File: config.mk
export PLATFORM = sky130hd
export DESIGN_NAME = mips_mem_responder
export DESIGN_NICKNAME = d
export VERILOG_FILES = /design/src/rtl/mips_mem_pkg.sv /design/src/rtl/mips_mem_responder_byte_ram.sv /design/src/rtl/mips_mem_responder.sv
export SDC_FILE = /design/constraint.sdc
export NUM_CORES = 2
export LEC_CHECK = 0
export CORE_AREA = 2 2 460 348
export DETAILED_ROUTE_END_ITERATION = 6
export DIE_AREA = 0 0 462 350
export GPL_ROUTABILITY_DRIVEN = 1
export PLACE_DENSITY = 0.68
export REMOVE_ABC_BUFFERS = 1
export SKIP_LAST_GASP = 1
export SLEW_MARGIN = 30
export SYNTH_ARGS = -nofsm -noshare
export SYNTH_HDL_FRONTEND = slang
export SYNTH_SLANG_ARGS = --single-unit
File: constraint.sdc
create_clock -name clk -period 3.2 [get_ports clk]
set_input_delay 0.48 -clock clk [delete_from_list [all_inputs] [get_ports clk]]
set_output_delay 0.48 -clock clk [all_outputs]
set_load 0.1 [all_outputs]
File: src/rtl/mips_mem_pkg.sv
`default_nettype none
// ============================================================================
//  Module   : mips_mem_pkg
//  Brief    : Shared types and defaults for the MIPS byte memory responder.
//  Revision : 1.0 - initial release
// ============================================================================
package mips_mem_pkg;

   // Default bus geometry of the 8-bit multicycle MIPS core.
   localparam int ADDR_W_DEF = 8;
   localparam int DATA_W_DEF = 8;
   localparam int RAM_DEPTH  = 2 ** ADDR_W_DEF;

   // Responder mode: LOAD fills RAM from the boot stream, RUN serves the core.
   typedef enum logic [0:0] {
      LOAD = 1'b0,
      RUN  = 1'b1
   } state_t;

endpackage : mips_mem_pkg
`default_nettype wire

File: src/rtl/mips_mem_responder_byte_ram.sv
`default_nettype none
// ============================================================================
//  Module   : byte_ram
//  Brief    : Single-port RAM, synchronous write, registered read. A write
//             in the same cycle as a read wins and the read register holds.
//  Revision : 1.0 - initial release
// ============================================================================
module byte_ram #(
   parameter int ADDR_W = 8,
   parameter int DATA_W = 8
) (
   input  logic              clk,
   input  logic              reset,
   input  logic              re,
   input  logic              we,
   input  logic [ADDR_W-1:0] addr,
   input  logic [DATA_W-1:0] wdata,
   output logic [DATA_W-1:0] rdata
);

   localparam int DEPTH = 2 ** ADDR_W;

   logic [DATA_W-1:0] mem [DEPTH];

   // Storage array: never reset, contents survive a reset of the responder.
   always_ff @(posedge clk) begin
      if (we) begin
         mem[addr] <= wdata;
      end
   end

   // Read register: updated only on a pure read, otherwise holds for the core.
   always_ff @(posedge clk) begin
      if (reset) begin
         rdata <= '0;
      end else if (re && !we) begin
         rdata <= mem[addr];
      end
   end

endmodule : byte_ram
`default_nettype wire

File: src/rtl/mips_mem_responder.sv
`default_nettype none
// ============================================================================
//  Module   : mips_mem_responder
//  Brief    : Byte memory for the multicycle MIPS core with a boot loader that
//             fills RAM from a byte stream and holds the core in reset until
//             the load completes.
//  Revision : 1.0 - initial release
// ============================================================================
module mips_mem_responder
   import mips_mem_pkg::*;
#(
   parameter int ADDR_W = ADDR_W_DEF,
   parameter int DATA_W = DATA_W_DEF
) (
   input  logic              clk,
   input  logic              reset,
   input  logic              memread,
   input  logic              memwrite,
   input  logic [ADDR_W-1:0] adr,
   input  logic [DATA_W-1:0] writedata,
   output logic [DATA_W-1:0] memdata,
   input  logic              load_valid,
   input  logic [DATA_W-1:0] load_data,
   input  logic              load_last,
   input  logic              load_skip,
   output logic              load_ready,
   output logic              core_reset,
   output logic [ADDR_W:0]   load_count
);

   localparam logic [ADDR_W-1:0] PTR_LAST  = '1;
   localparam logic [ADDR_W:0]   COUNT_MAX = {1'b1, {ADDR_W{1'b0}}};

   state_t              state;
   state_t              state_next;
   logic [ADDR_W-1:0]   load_ptr;
   logic [ADDR_W:0]     count_q;
   logic                accept;

   logic                ram_re;
   logic                ram_we;
   logic [ADDR_W-1:0]   ram_addr;
   logic [DATA_W-1:0]   ram_wdata;

   // A skip in the same cycle suppresses the byte, so it never counts as accepted.
   assign accept = (state == LOAD) && load_valid && !load_skip;

   // Both handshake outputs come straight from the state flop: no glitches.
   assign load_ready = (state == LOAD);
   assign core_reset = (state == LOAD);
   assign load_count = count_q;

   // State register; reset is the only way back into LOAD.
   always_ff @(posedge clk) begin
      if (reset) begin
         state <= LOAD;
      end else begin
         state <= state_next;
      end
   end

   // Next-state: leave LOAD on skip, on the tagged last byte, or when RAM is full.
   always_comb begin
      state_next = state;
      unique case (state)
         LOAD: begin
            if (load_skip) begin
               state_next = RUN;
            end else if (load_valid && (load_last || (load_ptr == PTR_LAST))) begin
               state_next = RUN;
            end
         end
         RUN: begin
            state_next = RUN;
         end
         default: begin
            state_next = LOAD;
         end
      endcase
   end

   // Loader pointer and saturating accepted-byte counter; count persists in RUN.
   always_ff @(posedge clk) begin
      if (reset) begin
         load_ptr <= '0;
         count_q  <= '0;
      end else if (accept) begin
         load_ptr <= load_ptr + 1'b1;
         if (count_q != COUNT_MAX) begin
            count_q <= count_q + 1'b1;
         end
      end
   end

   // RAM port mux: loader owns the port in LOAD, the core owns it in RUN.
   always_comb begin
      ram_re    = 1'b0;
      ram_we    = 1'b0;
      ram_addr  = adr;
      ram_wdata = writedata;
      if (state == LOAD) begin
         ram_we    = accept;
         ram_addr  = load_ptr;
         ram_wdata = load_data;
      end else begin
         ram_re = memread;
         ram_we = memwrite;
      end
   end

   byte_ram #(
      .ADDR_W (ADDR_W),
      .DATA_W (DATA_W)
   ) u_ram (
      .clk   (clk),
      .reset (reset),
      .re    (ram_re),
      .we    (ram_we),
      .addr  (ram_addr),
      .wdata (ram_wdata),
      .rdata (memdata)
   );

endmodule : mips_mem_responder
`default_nettype wire

### After elaboration in Yosys (flattened, before gate mapping)

Memories as Yosys holds them, arrays and structs flattened. A register that Yosys moved wholly into a read port is not among the register bits.
Cells that the tools add are included.
W data, S select, Z words.

| cells by class | value |
|---|---|
| add/sub/neg operators | 2 |
| equality and inequality tests | 2 |
| mux-type cells | 9 |
| bitwise logic cells | 1 |
| reduce and logical (&&, ||, !) cells | 8 |

Operators by type and width:

| operator | number |
|---|---|
| $mux W8 | 2 |
| $add A9 B1 Y9 const B | 1 |
| $ne A9 B9 Y1 const B | 1 |
| $add A8 B1 Y8 const B | 1 |
| $eq A8 B8 Y1 const B | 1 |
| $mux W1 | 6 |
| $logic_and A1 B1 Y1 | 4 |
| $logic_not A1 Y1 | 2 |
| $pmux W1 S2 | 1 |
| $reduce_and A2 Y1 | 1 |
| $logic_or A1 B1 Y1 | 1 |
| $not A1 Y1 | 1 |

| word-level totals | value |
|---|---|
| register bits after elaboration | 18 |
| memory bits (writable) | 2,048 |
| input port bits | 31 |
| output and inout bits | 19 |
| word-level logic and storage cells | 26 |
| memories kept | 1 |

Memories:

| memory | depth | width | read ports | clocked after Yosys merged registers in | wr ports | line | text |
|---|---|---|---|---|---|---|---|
| u_ram.mem | 256 | 8 | 1 | 1 | 1 | mips_mem_responder_byte_ram.sv:23 | `logic [DATA_W-1:0] mem [DEPTH];` |

### Logic depth before layout (Yosys ltp)

| depth | value |
|---|---|
| word-level depth | 6 |
| depth in mapped cells | 14 |
| mapped depth without buffers | 8 |

### Cells and area by module

From an unflattened synthesis, not the netlist that was laid out.

| unflattened totals | value |
|---|---|
| cell total of the unflattened synthesis | 3,934 |
| area, all modules | 81,567.0 um^2 |

By module, submodules not included:

| module | times used | cells an instance | area each (um^2) | sequential area each (um^2) |
|---|---|---|---|---|
| byte_ram | 1 | 3,807 | 80,469.7 | 61,659.1 |
| mips_mem_responder | 1 | 127 | 1,097.3 | 360.3 |

### Worst setup path before layout

OpenSTA, ideal clock, no wires.

| timing path | value |
|---|---|
| kind | register -> register |
| start | register state |
| end | memory u_ram.mem[0][0], data pin |
| arrival | 2.998 ns |
| data required time | 2.644 ns |
| setup slack | -0.354 ns |
| cell stages (with the launch flop) | 6 |
| buffers on the path | 4 |
| clock period less this slack | 3.554 ns |
| cell sequence | dfxtp_1 buf_4 buf_2 buf_2 buf_2 mux2_2 |

| between the ends | value |
|---|---|
| word-level cells in the longest chain between the ends | 1 |

RTL lines:

| element | line | text |
|---|---|---|
| start: declaration | mips_mem_responder.sv:34 | `state_t state;` |
| start signal: assignment | mips_mem_responder.sv:58 | `state <= state_next;` |
| $mux W8 | mips_mem_responder.sv:101 | `if (state == LOAD) begin` |
| net ram_wdata[0] | mips_mem_responder.sv:43 | `logic [DATA_W-1:0] ram_wdata;` |
| end: declaration | mips_mem_responder_byte_ram.sv:23 |  |

The timed path passes the listed nets, and every way through them passes these cells.

### Worst setup path after layout

| timing path | value |
|---|---|
| start | register state |
| end | register u_ram.rdata[1], read port of u_ram.mem |

| between the ends | value |
|---|---|
| word-level cells in the longest chain between the ends | 6 |

RTL lines:

| element | line | text |
|---|---|---|
| $not A1 Y1 | - |  |
| $logic_and A1 B1 Y1 (2 in a row) | mips_mem_responder.sv:46 | `assign accept = (state == LOAD) && load_valid && !load_skip;` |
| $mux W1 | mips_mem_responder.sv:101 |  |
| $logic_not A1 Y1 | mips_mem_responder_byte_ram.sv:36 | `end else if (re && !we) begin` |
| $logic_and A1 B1 Y1 | mips_mem_responder_byte_ram.sv:36 |  |
| end: declaration | mips_mem_responder_byte_ram.sv:18 | `output logic [DATA_W-1:0] rdata` |

Parallel ways exist; a longest one is shown, timed or not.
A chain may end at the register's enable or synchronous reset.

==> results summary <==
The number of distinct library cells after synthesis came out at 53. The slowest stage of the critical path belongs to the cell nor4_2. The insertion delay of the later-clocked pin in the worst-skew pair is 0.86 ns. After synthesis the cells add up to around 78000 um2. The path class of the tightest hold or removal check is primary input to register. The worst reg2reg path startpoint is state. The worst hold path stage count is 2. The clock sink count is just over 2000. The number of buffers added to fix hold violations after cts came out at 0.

The area of the core is roughly 160000 um2. The average wire length per cell after detail routing is approximately 30 um. The library cells used most frequently in the layout, excluding fill and tap cells, are 2048 x edfxtp_1, 892 x a22oi_1, 776 x buf_4, 456 x a21oi_1, 238 x nor2_1. The cell family contributing the most delay on the critical path is simple AND/OR/NAND/NOR gates. Clock skew on the completed layout was measured at 0.0387 ns. Entering global routing, the biggest net connects 98 pins.

Across all layers, the routed design uses roughly 50000 vias. The critical path data required time came out at 3.92 ns. The arrival time of data at the critical path endpoint is just over 4 ns. Net switching is a little under a quarter of the power.

The number of antenna violations at the first check in global routing is 7. The average cell area after synthesis came out at between 15 and 20 um2. The cell count after synthesis is 4731. The count of flip-flops with a built-in enable after synthesis is between 2000 and 2500.

The worst setup path is captured at a register. The worst path uses 104% of the clock period. The startpoint kind of the worst setup timing path is a register. The most critical setup path has its startpoint at state. The setup path with the least slack is of type register to register. The library cell used most frequently in the layout, excluding fill and tap cells, is edfxtp_1. The filler cell count in the final layout came out at about 11000. The CTS root buffer is clkbuf_16.

Combinational cells account for between 8 and 9% of the total power. The number of global-route vias before repair came to approximately 48000. The register clock-pin slew on the reported worst setup and hold paths is around 0.060 ns. The number of detailed-routing iterations run before antenna repair came out at 7. The total of warnings raised by yosys came out at 0. Traced cell by cell, the critical path runs through and3b_1 > or2_4 > buf_12 > buf_16 > buf_4 > a22oi_1 > a21oi_1 > nor4_2 > a22oi_1 > a32oi_1 > buf_4 > a41oi_1. Once detail routing completed, the nets flagged for antenna violations numbered 0. The final max-slew violation count came out at 0.

The H-tree generated during clock tree synthesis spans 4 levels. Summed over all layers, the global routing overflow is 0. The overall track demand over capacity in global routing came out at between 20% and 30%. The peak per-stage delay on the critical path came out at about 0.49 ns. The cell count along the critical path is 12. Across the run, the number of max-cap violations was 0. The routed wire length came out at approximately 230 mm.

The total I/O pin count came out at 50. The number of flip-flops and latches in the synthesized netlist came out at 2074. The share of the yosys chip area belonging to registers is 79.4%. The die width is 462 um. The largest fanout on the critical path is 29.

The predominant post-synthesis flop cell is edfxtp_1. The starting utilization of the core area is between 40% and 50%. At the pin with the least slew margin, the transition time is around 1 ns.

The checks that failed: design-rule violations, negative setup slack. The final critical-path setup slack came out at -0.129 ns. Cells fill between 60% and 70% of the core in the end. Row generation in the floorplan step produced 126 rows.

Setup violations remaining at the end of the flow were counted as 5. The detailed router's first-iteration violation count came out at 8259. The wire length of the first global-routing pass is around 330 mm. The final RePlAce weighted congestion came out at between 0.9 and 1. The number of buffers inserted during clock tree synthesis came out at roughly 190. The count of buffering cells on the critical path with inverters included came out at 4. The relative area change from synthesis to final layout is 20.6%. The DRC violations left is 2.

The number of cells traversed by the worst register-to-register path came out at 12. The total die area is ~160000 um2. Detailed placement finished with a half-perimeter wire length of between 100 and 150 mm. The number of buffers on the longest clock path came out at 3. The minimum period implied by the final worst setup slack is between 3 and 4 ns.

The switching power total came out at 13.2 mW. The number of buffers added on ports came out at 49. The cell count after placement came out at ~7400. Power spread over the standard cell area amounts to roughly 610 nW/um2. The vertical extent of the die came out at 350 um. After the last flow step, the layout net total stands at around 5500. The highest clock frequency the design can meet is 0.300 GHz. The fraction of final layout cells with drive strength greater than 1 is between 20 and 25%. The share of total power dissipated in the clock network is between 30 and 40%. Summed over all cells, the static leakage comes to between 30 and 40 nW.

In this run the tightest slew margin relative to its limit is about a third. The internal power component is roughly 44 mW. Setup repair after global routing could not meet its margin everywhere. The number of hold-slack violations in the final timing report is 0.

The beginning of the worst hold path is reset. The number of standard cells in the layout, taps in and fillers out came out at between 7000 and 8000. The run finished, with violations left. The async set-reset flop share out of synthesis came out at 0%. TritonCTS built the clock tree. The post-detailed-route via-to-cell ratio came out at roughly 6.5. The sequential cell fraction of total power came out at a little over half. The peak supply drop is 670 uV.
[path summary, 6_finish.rpt]
kind                    endpoint  slack [ns]
setup / recovery  u_ram.rdata[1]       -0.13
hold / removal     load_count[0]        0.19
setup reg to reg  u_ram.rdata[1]       -0.13
hold reg to reg    load_count[7]        0.54
[power groups by stage]
stage	Clock [mW]	Sequential [mW]	Combinational [mW]
detailed placement	0	30.8	4.61
finish	22.5	30.2	4.84
CTS	22.6	30.2	4.69
global placement	0	30.8	4.52
floorplan	0	30.9	2.19
global route	23.7	30.2	5.05
[area by class of cell]
type / count / area [um2] / share of cell area, %
timing repair buffer: 921 / 8420 / 8.94
clock inverter: 105 / 1070 / 1.13
multi-input combinational: 2287 / 15000 / 16.0
inverter: 6 / 22.5 / 0.0239
tap: 2112 / 2640 / 2.80
antenna: 3 / 7.51 / 0.00797
clock buffer: 235 / 4980 / 5.29
sequential: 2074 / 62000 / 65.8
[through the flow]
| step | power, mW | instance area, um2 | hold slack (ns) | setup WS [ns] | TNS [ns] |
|---|---|---|---|---|---|
| after floorplan | 33.1 | 76400 | 0.490 | -10.89 | - |
| after global placement | 35.3 | 87600 | 0.503 | -1.40 | -36.77 |
| after detailed placement | 35.4 | 87600 | 0.527 | -1.42 | -45.45 |
| after CTS | 57.5 | 94000 | 0.123 | -0.0335 | -0.0556 |
| after global routing | 58.9 | 94200 | 0.163 | -0.206 | -0.623 |
| final | 57.5 | 94200 | 0.186 | -0.129 | -0.455 |
[worst reg2reg max path, cell delays in order, from the launching register on]
cell and delay, ns:
dfxtp_4 0.40, and3b_1 0.22, or2_4 0.33, buf_12 0.20, buf_16 0.21, buf_4 0.20, a22oi_1 0.21, a21oi_1 0.12
nor4_2 0.50, a22oi_1 0.25, a32oi_1 0.30, buf_4 0.17, a41oi_1 0.09
[synthesized netlist by cell type (38+ instances only)]
cell,count,area share [%]
a21oi_1,466,3.0
a22o_1,38,0.43
a22oi_1,897,8.6
buf_2,138,0.88
clkbuf_1,167,0.80
edfxtp_1,2048,79
nand2_1,59,0.28
nand3_1,39,0.25
nor2_1,240,1.2
nor3_1,51,0.33
nor4_1,99,0.79
o21ai_0,125,0.80
[cell families after synthesis]
logic type	after synthesis	share of synthesized area (%)
compound gates	1695	14.6
xor+xnor	12	0.135
simple gates	562	3.47
mux	15	0.208
flops	2074	79.4
fa+ha+maj	3	0.0481
buf+inv	370	2.20
[routing by layer]
metal	global-route usage [%]	vias up	share of wire [%]
met5	0	-	0.057
met1	42.2	25093	40
met4	9.43	15	3.4
met2	39.1	3655	42
met3	8.11	450	14
li1	-	20934	-
[registers in the layout (all words and copies together), names as in the netlist]
name,flops
u_ram.mem,2048
load_count,9
load_ptr,8
state,1
u_ram.rdata,8
[what timing repair did]
item                                    in CTS  in global routing
gates resized for setup                     37                 43
endpoints found under the setup margin       8                 25
gates cloned                                 1                  0
setup buffers                                3                  1
pin swaps                                    6                  6
No activity file was read; power rests on OpenSTA's default activity.
